<file path="config.mk">
export PLATFORM = sky130hd
export DESIGN_NAME = fm_discriminator_flat
export DESIGN_NICKNAME = d
export VERILOG_FILES = /design/src/rtl/fmd_pkg.sv /design/src/rtl/fm_discriminator_if.sv /design/src/rtl/fmd_deemph.sv /design/src/rtl/fm_discriminator.sv /design/src/flat_wrapper.sv
export SDC_FILE = /design/constraint.sdc
export NUM_CORES = 1
export LEC_CHECK = 0
export CORE_ASPECT_RATIO = 0.6
export CORE_UTILIZATION = 56
export DETAILED_ROUTE_END_ITERATION = 16
export DONT_BUFFER_PORTS = 1
export PLACE_DENSITY = 0.79
export SLEW_MARGIN = 30
export SYNTH_ARGS = -nofsm -noshare
export SYNTH_HDL_FRONTEND = slang
export SYNTH_HIERARCHICAL = 1
export SYNTH_SLANG_ARGS = --single-unit
</file>
<file path="constraint.sdc">
create_clock -name s00_axis_aclk -period 3.19 [get_ports s00_axis_aclk]
set_input_delay 0.4785 -clock s00_axis_aclk [delete_from_list [all_inputs] [get_ports s00_axis_aclk]]
set_output_delay 0.4785 -clock s00_axis_aclk [all_outputs]
set_load 0.01 [all_outputs]
</file>
<file path="src/rtl/fmd_pkg.sv">
// ============================================================================
//  Module      : fmd_pkg
//  Description : Shared types, default sizes and helpers for fm_discriminator.
//  Revision    : 1.0 - initial release
// ============================================================================
`default_nettype none

package fmd_pkg;

  localparam int FMD_PHASE_W = 16;
  localparam int FMD_NUM_CH  = 4;

  typedef logic signed [FMD_PHASE_W-1:0] phase_t;

  // Modular subtraction: the result read as signed is the shortest rotation.
  function automatic phase_t phase_diff(input phase_t a, input phase_t b);
    return a - b;
  endfunction

  function automatic int ch_width(input int n);
    return (n > 1) ? $clog2(n) : 1;
  endfunction

endpackage

`default_nettype wire

</file>
<file path="src/rtl/fm_discriminator_if.sv">
// ============================================================================
//  Module      : fm_discriminator_if
//  Description : AXI-Stream bundle with channel-index tuser.
//  Revision    : 1.0 - initial release
// ============================================================================
`default_nettype none

interface fm_discriminator_if #(
  parameter int DATA_W = 32,
  parameter int USER_W = 1
);

  logic                  tvalid;
  logic                  tready;
  logic [DATA_W-1:0]     tdata;
  logic [DATA_W/8-1:0]   tstrb;
  logic                  tlast;
  logic [USER_W-1:0]     tuser;

  modport master (
    output tvalid, tdata, tstrb, tlast, tuser,
    input  tready
  );

  modport slave (
    input  tvalid, tdata, tstrb, tlast, tuser,
    output tready
  );

endinterface

`default_nettype wire

</file>
<file path="src/rtl/fmd_deemph.sv">
// ============================================================================
//  Module      : fmd_deemph
//  Description : Per-channel one-pole IIR, y += (x - y) >>> DEEMPH_SHIFT.
//  Revision    : 1.0 - initial release
// ============================================================================
`default_nettype none

module fmd_deemph #(
  parameter int PHASE_W      = 16,
  parameter int NUM_CH       = 4,
  parameter int CH_W         = 2,
  parameter int DEEMPH_SHIFT = 4
) (
  input  wire logic               clk,
  input  wire logic               rst,
  input  wire logic               i_en,
  input  wire logic [CH_W-1:0]    i_ch,
  input  wire logic [PHASE_W-1:0] i_d,
  output logic      [PHASE_W-1:0] o_y
);

  localparam int ACC_W = PHASE_W + DEEMPH_SHIFT;

  logic signed [ACC_W-1:0] r_y [NUM_CH];
  logic signed [ACC_W-1:0] w_y_cur;
  logic signed [ACC_W-1:0] w_x;
  logic signed [ACC_W:0]   w_err;
  logic signed [ACC_W:0]   w_step;
  logic signed [ACC_W-1:0] w_y_next;

  assign w_y_cur = r_y[i_ch];
  assign w_x     = {i_d, {DEEMPH_SHIFT{1'b0}}};

  // One guard bit so x - y cannot overflow; the shifted step fits back in ACC_W.
  assign w_err    = $signed({w_x[ACC_W-1], w_x}) - $signed({w_y_cur[ACC_W-1], w_y_cur});
  assign w_step   = w_err >>> DEEMPH_SHIFT;
  assign w_y_next = w_y_cur + w_step[ACC_W-1:0];
  assign o_y      = w_y_next[ACC_W-1 -: PHASE_W];

  always_ff @(posedge clk) begin
    if (rst) begin
      for (int i = 0; i < NUM_CH; i++) begin
        r_y[i] <= '0;
      end
    end else if (i_en) begin
      r_y[i_ch] <= w_y_next;
    end
  end

endmodule

`default_nettype wire

</file>
<file path="src/rtl/fm_discriminator.sv">
// ============================================================================
//  Module      : fm_discriminator
//  Description : Multi-channel FM phase discriminator, optional squelch and
//                de-emphasis (enable with macro FMD_DEEMPH_EN).
//  Revision    : 1.0 - initial release
// ============================================================================
`default_nettype none

module fm_discriminator
  import fmd_pkg::*;
#(
  parameter int C_S00_AXIS_TDATA_WIDTH = 32,
  parameter int C_M00_AXIS_TDATA_WIDTH = 32,
  parameter int PHASE_W                = FMD_PHASE_W,
  parameter int NUM_CH                 = FMD_NUM_CH,
  parameter int DEEMPH_SHIFT           = 4
) (
  input  wire logic          s00_axis_aclk,
  input  wire logic          s00_axis_areset,
  fm_discriminator_if.slave  s00_axis,
  fm_discriminator_if.master m00_axis,
  input  wire logic [15:0]   squelch_thresh
);

  localparam int CH_W     = ch_width(NUM_CH);
  localparam int S_STRB_W = C_S00_AXIS_TDATA_WIDTH / 8;
  localparam int M_STRB_W = C_M00_AXIS_TDATA_WIDTH / 8;

  logic                w_adv;
  logic                w_accept;
  logic [PHASE_W-1:0]  w_angle;
  logic [15:0]         w_mag;
  logic [PHASE_W-1:0]  w_prev;
  logic [PHASE_W-1:0]  w_raw;
  logic [PHASE_W-1:0]  w_d;
  logic                w_unused_ok;

  logic [CH_W-1:0]     r_ch_cnt;
  logic [PHASE_W-1:0]  r_prev_angle [NUM_CH];
  logic [NUM_CH-1:0]   r_primed;

  logic                r_s1_valid;
  logic [PHASE_W-1:0]  r_s1_d;
  logic [CH_W-1:0]     r_s1_user;
  logic                r_s1_last;
  logic [S_STRB_W-1:0] r_s1_strb;

  logic                w_out_valid;
  logic [PHASE_W-1:0]  w_out_d;
  logic [CH_W-1:0]     w_out_user;
  logic                w_out_last;
  logic [S_STRB_W-1:0] w_out_strb;

  assign w_adv           = ~m00_axis.tvalid | m00_axis.tready;
  assign s00_axis.tready = w_adv;
  assign w_accept        = s00_axis.tvalid & w_adv;

  assign w_angle = s00_axis.tdata[C_S00_AXIS_TDATA_WIDTH-1 -: PHASE_W];
  assign w_mag   = s00_axis.tdata[15:0];
  assign w_prev  = r_prev_angle[r_ch_cnt];

  if (PHASE_W == FMD_PHASE_W) begin : g_diff_pkg
    assign w_raw = phase_diff(w_angle, w_prev);
  end else begin : g_diff_generic
    assign w_raw = w_angle - w_prev;
  end

  // A zero threshold can never exceed the magnitude, so squelch disables itself.
  assign w_d = (!r_primed[r_ch_cnt] || (w_mag < squelch_thresh)) ? '0 : w_raw;

  assign w_unused_ok = &{1'b0, s00_axis.tuser, s00_axis.tdata};

  always_ff @(posedge s00_axis_aclk) begin
    if (s00_axis_areset) begin
      r_ch_cnt   <= '0;
      r_primed   <= '0;
      for (int i = 0; i < NUM_CH; i++) begin
        r_prev_angle[i] <= '0;
      end
      r_s1_valid <= 1'b0;
      r_s1_d     <= '0;
      r_s1_user  <= '0;
      r_s1_last  <= 1'b0;
      r_s1_strb  <= '0;
    end else if (w_adv) begin
      r_s1_valid <= w_accept;
      if (w_accept) begin
        if (s00_axis.tlast || (r_ch_cnt == CH_W'(NUM_CH - 1))) begin
          r_ch_cnt <= '0;
        end else begin
          r_ch_cnt <= r_ch_cnt + 1'b1;
        end
        r_primed[r_ch_cnt]     <= 1'b1;
        r_prev_angle[r_ch_cnt] <= w_angle;
        r_s1_d                 <= w_d;
        r_s1_user              <= r_ch_cnt;
        r_s1_last              <= s00_axis.tlast;
        r_s1_strb              <= s00_axis.tstrb;
      end
    end
  end

`ifdef FMD_DEEMPH_EN
  logic                r_s2_valid;
  logic [PHASE_W-1:0]  r_s2_d;
  logic [CH_W-1:0]     r_s2_user;
  logic                r_s2_last;
  logic [S_STRB_W-1:0] r_s2_strb;
  logic [PHASE_W-1:0]  w_y;

  fmd_deemph #(
    .PHASE_W      (PHASE_W),
    .NUM_CH       (NUM_CH),
    .CH_W         (CH_W),
    .DEEMPH_SHIFT (DEEMPH_SHIFT)
  ) u_deemph (
    .clk  (s00_axis_aclk),
    .rst  (s00_axis_areset),
    .i_en (w_adv & r_s1_valid),
    .i_ch (r_s1_user),
    .i_d  (r_s1_d),
    .o_y  (w_y)
  );

  always_ff @(posedge s00_axis_aclk) begin
    if (s00_axis_areset) begin
      r_s2_valid <= 1'b0;
      r_s2_d     <= '0;
      r_s2_user  <= '0;
      r_s2_last  <= 1'b0;
      r_s2_strb  <= '0;
    end else if (w_adv) begin
      r_s2_valid <= r_s1_valid;
      if (r_s1_valid) begin
        r_s2_d    <= w_y;
        r_s2_user <= r_s1_user;
        r_s2_last <= r_s1_last;
        r_s2_strb <= r_s1_strb;
      end
    end
  end

  assign w_out_valid = r_s2_valid;
  assign w_out_d     = r_s2_d;
  assign w_out_user  = r_s2_user;
  assign w_out_last  = r_s2_last;
  assign w_out_strb  = r_s2_strb;
`else
  assign w_out_valid = r_s1_valid;
  assign w_out_d     = r_s1_d;
  assign w_out_user  = r_s1_user;
  assign w_out_last  = r_s1_last;
  assign w_out_strb  = r_s1_strb;
`endif

  assign m00_axis.tvalid = w_out_valid;
  assign m00_axis.tdata  = {{(C_M00_AXIS_TDATA_WIDTH - PHASE_W){w_out_d[PHASE_W-1]}}, w_out_d};
  assign m00_axis.tstrb  = M_STRB_W'(w_out_strb);
  assign m00_axis.tlast  = w_out_last;
  assign m00_axis.tuser  = w_out_user;

endmodule

`default_nettype wire

</file>
<file path="src/flat_wrapper.sv">
// flat-port wrapper written by rule: the top's interface ports become plain ports
module fm_discriminator_flat import fmd_pkg::*;
#(
  parameter int C_S00_AXIS_TDATA_WIDTH = 32,
  parameter int C_M00_AXIS_TDATA_WIDTH = 32,
  parameter int PHASE_W                = FMD_PHASE_W,
  parameter int NUM_CH                 = FMD_NUM_CH,
  parameter int DEEMPH_SHIFT           = 4
)
  (s00_axis_aclk, s00_axis_areset, squelch_thresh, s00_axis_tvalid, s00_axis_tdata, s00_axis_tstrb, s00_axis_tlast, s00_axis_tuser, s00_axis_tready, m00_axis_tvalid, m00_axis_tdata, m00_axis_tstrb, m00_axis_tlast, m00_axis_tuser, m00_axis_tready);
  fm_discriminator_if #(.DATA_W(32), .USER_W((2))) s00_axis_i ();
  fm_discriminator_if #(.DATA_W(32), .USER_W((2))) m00_axis_i ();
  input  wire logic s00_axis_aclk;
  input  wire logic s00_axis_areset;
  input  wire logic [15:0] squelch_thresh;
  input wire logic [$bits(s00_axis_i.tvalid)-1:0] s00_axis_tvalid;
  input wire logic [$bits(s00_axis_i.tdata)-1:0] s00_axis_tdata;
  input wire logic [$bits(s00_axis_i.tstrb)-1:0] s00_axis_tstrb;
  input wire logic [$bits(s00_axis_i.tlast)-1:0] s00_axis_tlast;
  input wire logic [$bits(s00_axis_i.tuser)-1:0] s00_axis_tuser;
  output wire logic [$bits(s00_axis_i.tready)-1:0] s00_axis_tready;
  output wire logic [$bits(m00_axis_i.tvalid)-1:0] m00_axis_tvalid;
  output wire logic [$bits(m00_axis_i.tdata)-1:0] m00_axis_tdata;
  output wire logic [$bits(m00_axis_i.tstrb)-1:0] m00_axis_tstrb;
  output wire logic [$bits(m00_axis_i.tlast)-1:0] m00_axis_tlast;
  output wire logic [$bits(m00_axis_i.tuser)-1:0] m00_axis_tuser;
  input wire logic [$bits(m00_axis_i.tready)-1:0] m00_axis_tready;
  assign s00_axis_i.tvalid = s00_axis_tvalid;
  assign s00_axis_i.tdata = s00_axis_tdata;
  assign s00_axis_i.tstrb = s00_axis_tstrb;
  assign s00_axis_i.tlast = s00_axis_tlast;
  assign s00_axis_i.tuser = s00_axis_tuser;
  assign s00_axis_tready = s00_axis_i.tready;
  assign m00_axis_tvalid = m00_axis_i.tvalid;
  assign m00_axis_tdata = m00_axis_i.tdata;
  assign m00_axis_tstrb = m00_axis_i.tstrb;
  assign m00_axis_tlast = m00_axis_i.tlast;
  assign m00_axis_tuser = m00_axis_i.tuser;
  assign m00_axis_i.tready = m00_axis_tready;
  fm_discriminator #(.C_S00_AXIS_TDATA_WIDTH(C_S00_AXIS_TDATA_WIDTH), .C_M00_AXIS_TDATA_WIDTH(C_M00_AXIS_TDATA_WIDTH), .PHASE_W(PHASE_W), .NUM_CH(NUM_CH), .DEEMPH_SHIFT(DEEMPH_SHIFT)) u_core (.s00_axis_aclk(s00_axis_aclk), .s00_axis_areset(s00_axis_areset), .s00_axis(s00_axis_i), .m00_axis(m00_axis_i), .squelch_thresh(squelch_thresh));
endmodule
</file>
==> qor.csv, run 1 <==
stage;metric;value;unit
place;Detailed Place HPWL;7.72;mm
timing;Final Hold Vio Count;0;
final_layout;final instance area;5590;um^2
route;Pre-antenna DRT Iters;4;
die;Die Ht;77.0;um
clock_network;Clk pin slew, worst setup/hold paths;0.07;ns
timing;Tmin final;2.78;ns
place;dpl cells;541;
die;Core Region;8780;um^2
hold_path;Hold Path Cell Cnt;1;
timing;setup TNS;0;ns
setup_path;CP Class;flip-flop to flip-flop;
final_layout;ANT cells;0;
setup_path;Worst EP arrival;3.01;ns
die;row count;26;
route;# DRC;0;
timing;Slew HR;41.1;%
global_route;pin count of the biggest net entering global routing;25;
synthesis;post-synthesis area per instance;11.6;um^2
flow_run;max-capacitance violation count;0;
final_layout;post-layout util;63.6;%
timing;Final Cycle Share;87.1;%
place;RePlAce Congestion;0.829;
synthesis;post-synth net total;551;
synthesis;#FFs+latches synth;96;
setup_path;Crit. End Element;flip-flop;
route;vias per inst;5.92;
power_and_ir_drop;PD cells;536;nW/um^2
synthesis;Post-synth top flop;edfxtp_1;
setup_path;CP max FO;7;
synthesis;Mapped Cells;454;
synthesis;post-synthesis sequential area ratio;48.8;%
route;drt total wl;10.7;mm
global_route;global-route wire length before repair;17.2;mm
run_status;status;complete, no violations;
synthesis;cell area after synthesis;5250;um^2
die;Die W;127;um
route;DR WL/cell;19.2;um
synthesis;area leader, netlist;edfxtp_1;
clock_network;hold_buf cts;0;
final_layout;Area Overhead vs Synth;6.41;%
timing;unrepaired setup endpoints after global routing;no;
setup_path;Worst R2R Path Depth;10;
clock_network;Sink Count;96;
global_route;vias in the first global route;3352;
timing;Slew Viols, Final;0;
final_layout;most frequent cells in the layout;and2_1 (64), edfxtp_1 (64), inv_1 (37), ha_1 (37), a21oi_1 (33);
clock_network;CTS root buffer;clkbuf_16;
synthesis;Synth warnings;6;
place;DP Area;5260;um^2
place;Port Buffers;0;
clock_network;Bufs on Longest Clock Path;2;
timing;Final Skew;0.0101;ns
global_route;initial antenna violation count;0;
global_route;GRT overflow;0;
hold_path;Hold Crit Start;s00_axis_areset;
final_layout;Layout Cells excl Fill;557;
clock_network;Inserted Clock Buffers;9;
clock_network;number of setup buffers added after CTS;0;
final_layout;area occupied by multi-input gates;2350;um^2
timing;f_max;360;MHz
setup_path;CP Launch Type;flip-flop;
synthesis;Post-synth ARST share;0;%
final_layout;layout cells sized above 1;13.5;%
synthesis;Post-synth EDFFs;64;
synthesis;synth top area cells;edfxtp_1 (37%), dfxtp_1 (12%), ha_1 (8.8%), and2_1 (7.6%), mux4_2 (7.3%);
synthesis;Yosys top cell area share;36.6;%
power_and_ir_drop;Final Total Pwr;3.00;mW
final_layout;Seq. cell area;2560;um^2
setup_path;r2r endpoint;u_core/r_s1_d[15];
timing;Setup-failing EPs final;0;
clock_network;PostCTS Resize Cnt;0;
final_layout;nets;537;
setup_path;WP data required;3.42;ns
clock_network;H-tree Lvls;3;
route;DR vias;3295;
hold_path;Hold Crit Class;input port to flip-flop;
route;post-route antenna net violation count;0;
synthesis;post-synthesis cell type count;51;
die;Die ar.;9780;um^2
global_route;GRT Total Usage;23.6;%
clock_network;Worst-Skew Late Latency;0.35;ns
hold_path;Hold Path Sink;u_core/m00_axis.tvalid;
route;DR iter-0 viols;288;
power_and_ir_drop;peak supply drop;0.269;mV
timing;Worst-Margin Slew;0.884;ns
die;I/O pins;100;
final_layout;fillers;655;
clock_network;CTS tree;yes;
power_and_ir_drop;Lkg Pwr;2.24;nW
setup_path;reg2reg setup slack;0.41;ns
die;Initial Util;59.8;%
[layer usage]
layer | track usage, % | routed length, um | vias to the layer above
met1 | 30.8 | 4790 | 1588
met4 | 6.90 | 125 | 0
met3 | 7.96 | 876 | 11
met2 | 37.6 | 4920 | 118
li1 | - | - | 1578
met5 | 0 | 0 | -
[registers in the layout, summed over array words and instances (netlist names), named ones only]
name,cells
u_core/r_prev_angle,64
u_core/r_s1_d,16
u_core/m00_axis.tstrb,4
u_core/r_primed,4
u_core/m00_axis.tuser,2
u_core/r_ch_cnt,2
u_core/m00_axis.tlast,1
u_core/m00_axis.tvalid,1
[power by group]
part | switching [mW] | internal (mW)
clock network | 0.490 | 0.643
registers | 0.0344 | 1.39
logic | 0.254 | 0.190
[cell families after synthesis]
logic type	after synthesis	share of synthesized area (%)
AO/OA/AOI/OAI	80	10.7
XOR/XNOR	12	2.00
adder cells (fa/ha/maj)	38	9.20
buffers and inverters	69	6.48
flip-flops	96	48.8
multiplexers	17	7.29
AND/OR/NAND/NOR	142	15.6
[stage by stage]
step,hold slack [ns],setup WS [ns]
after floorplan,0.431,0.322
after global placement,0.446,0.510
after detailed placement,0.460,0.455
after CTS,0.180,0.428
after global routing,0.178,0.224
final,0.194,0.412
[cells in the mapped netlist (all sizes together), types with 2 or more instances]
cell type and instances:
a21o 5, a21oi 34, a22o 13, a31oi 2, a32o 3, and2 64
and3 2, buf 22, clkbuf 10, dfxtp 32, edfxtp 64, ha 37
inv 37, mux4 17, nand2 32, nand2b 5, nand3 4, nand4 2
nor2 16, nor2b 3, nor3 3, nor4 3, o2111ai 2, o211ai 2
o21a 2, o21ai 9, or2 3, or3 5, xnor2 5, xor2 7
[layout make-up]
class                           count  share of cell area [%]
Sequential cell                    96                    45.9
Multi-Input combinational cell    289                    42.1
Clock inverter                      5                   0.963
Clock buffer                       11                    4.93
Inverter                           37                    2.49
Timing Repair Buffer                7                    1.16
Tap cell                          112                    2.51
[how the worst max path moves through the flow]
stage / startpoint / endpoint
final: flip-flop / u_core/r_s1_d[15]
after global routing: flip-flop / u_core/r_s1_d[8]
after CTS: flip-flop / u_core/r_s1_d[8]
after detailed placement: flip-flop / u_core/r_s1_d[8]
after global placement: flip-flop / u_core/r_s1_d[8]
after floorplan: flip-flop / u_core/r_s1_d[12]
[critical path, cell delays in order (launching register included)]
cell	delay [ns]
dfxtp_1	0.57
buf_4	0.24
mux4_2	0.32
inv_1	0.10
ha_1	0.30
or3_1	0.37
o221a_2	0.14
a21oi_1	0.16
o21ai_1	0.11
xnor2_1	0.16
a22o_1	0.19
Power figures use the tool's default switching activity.
==> run 2: changes to the inputs <==
TNS_END_PERCENT = 5   (was not set)
==> results of run 2 <==
Final layout, timing and power as in run 1 (identical DEF).
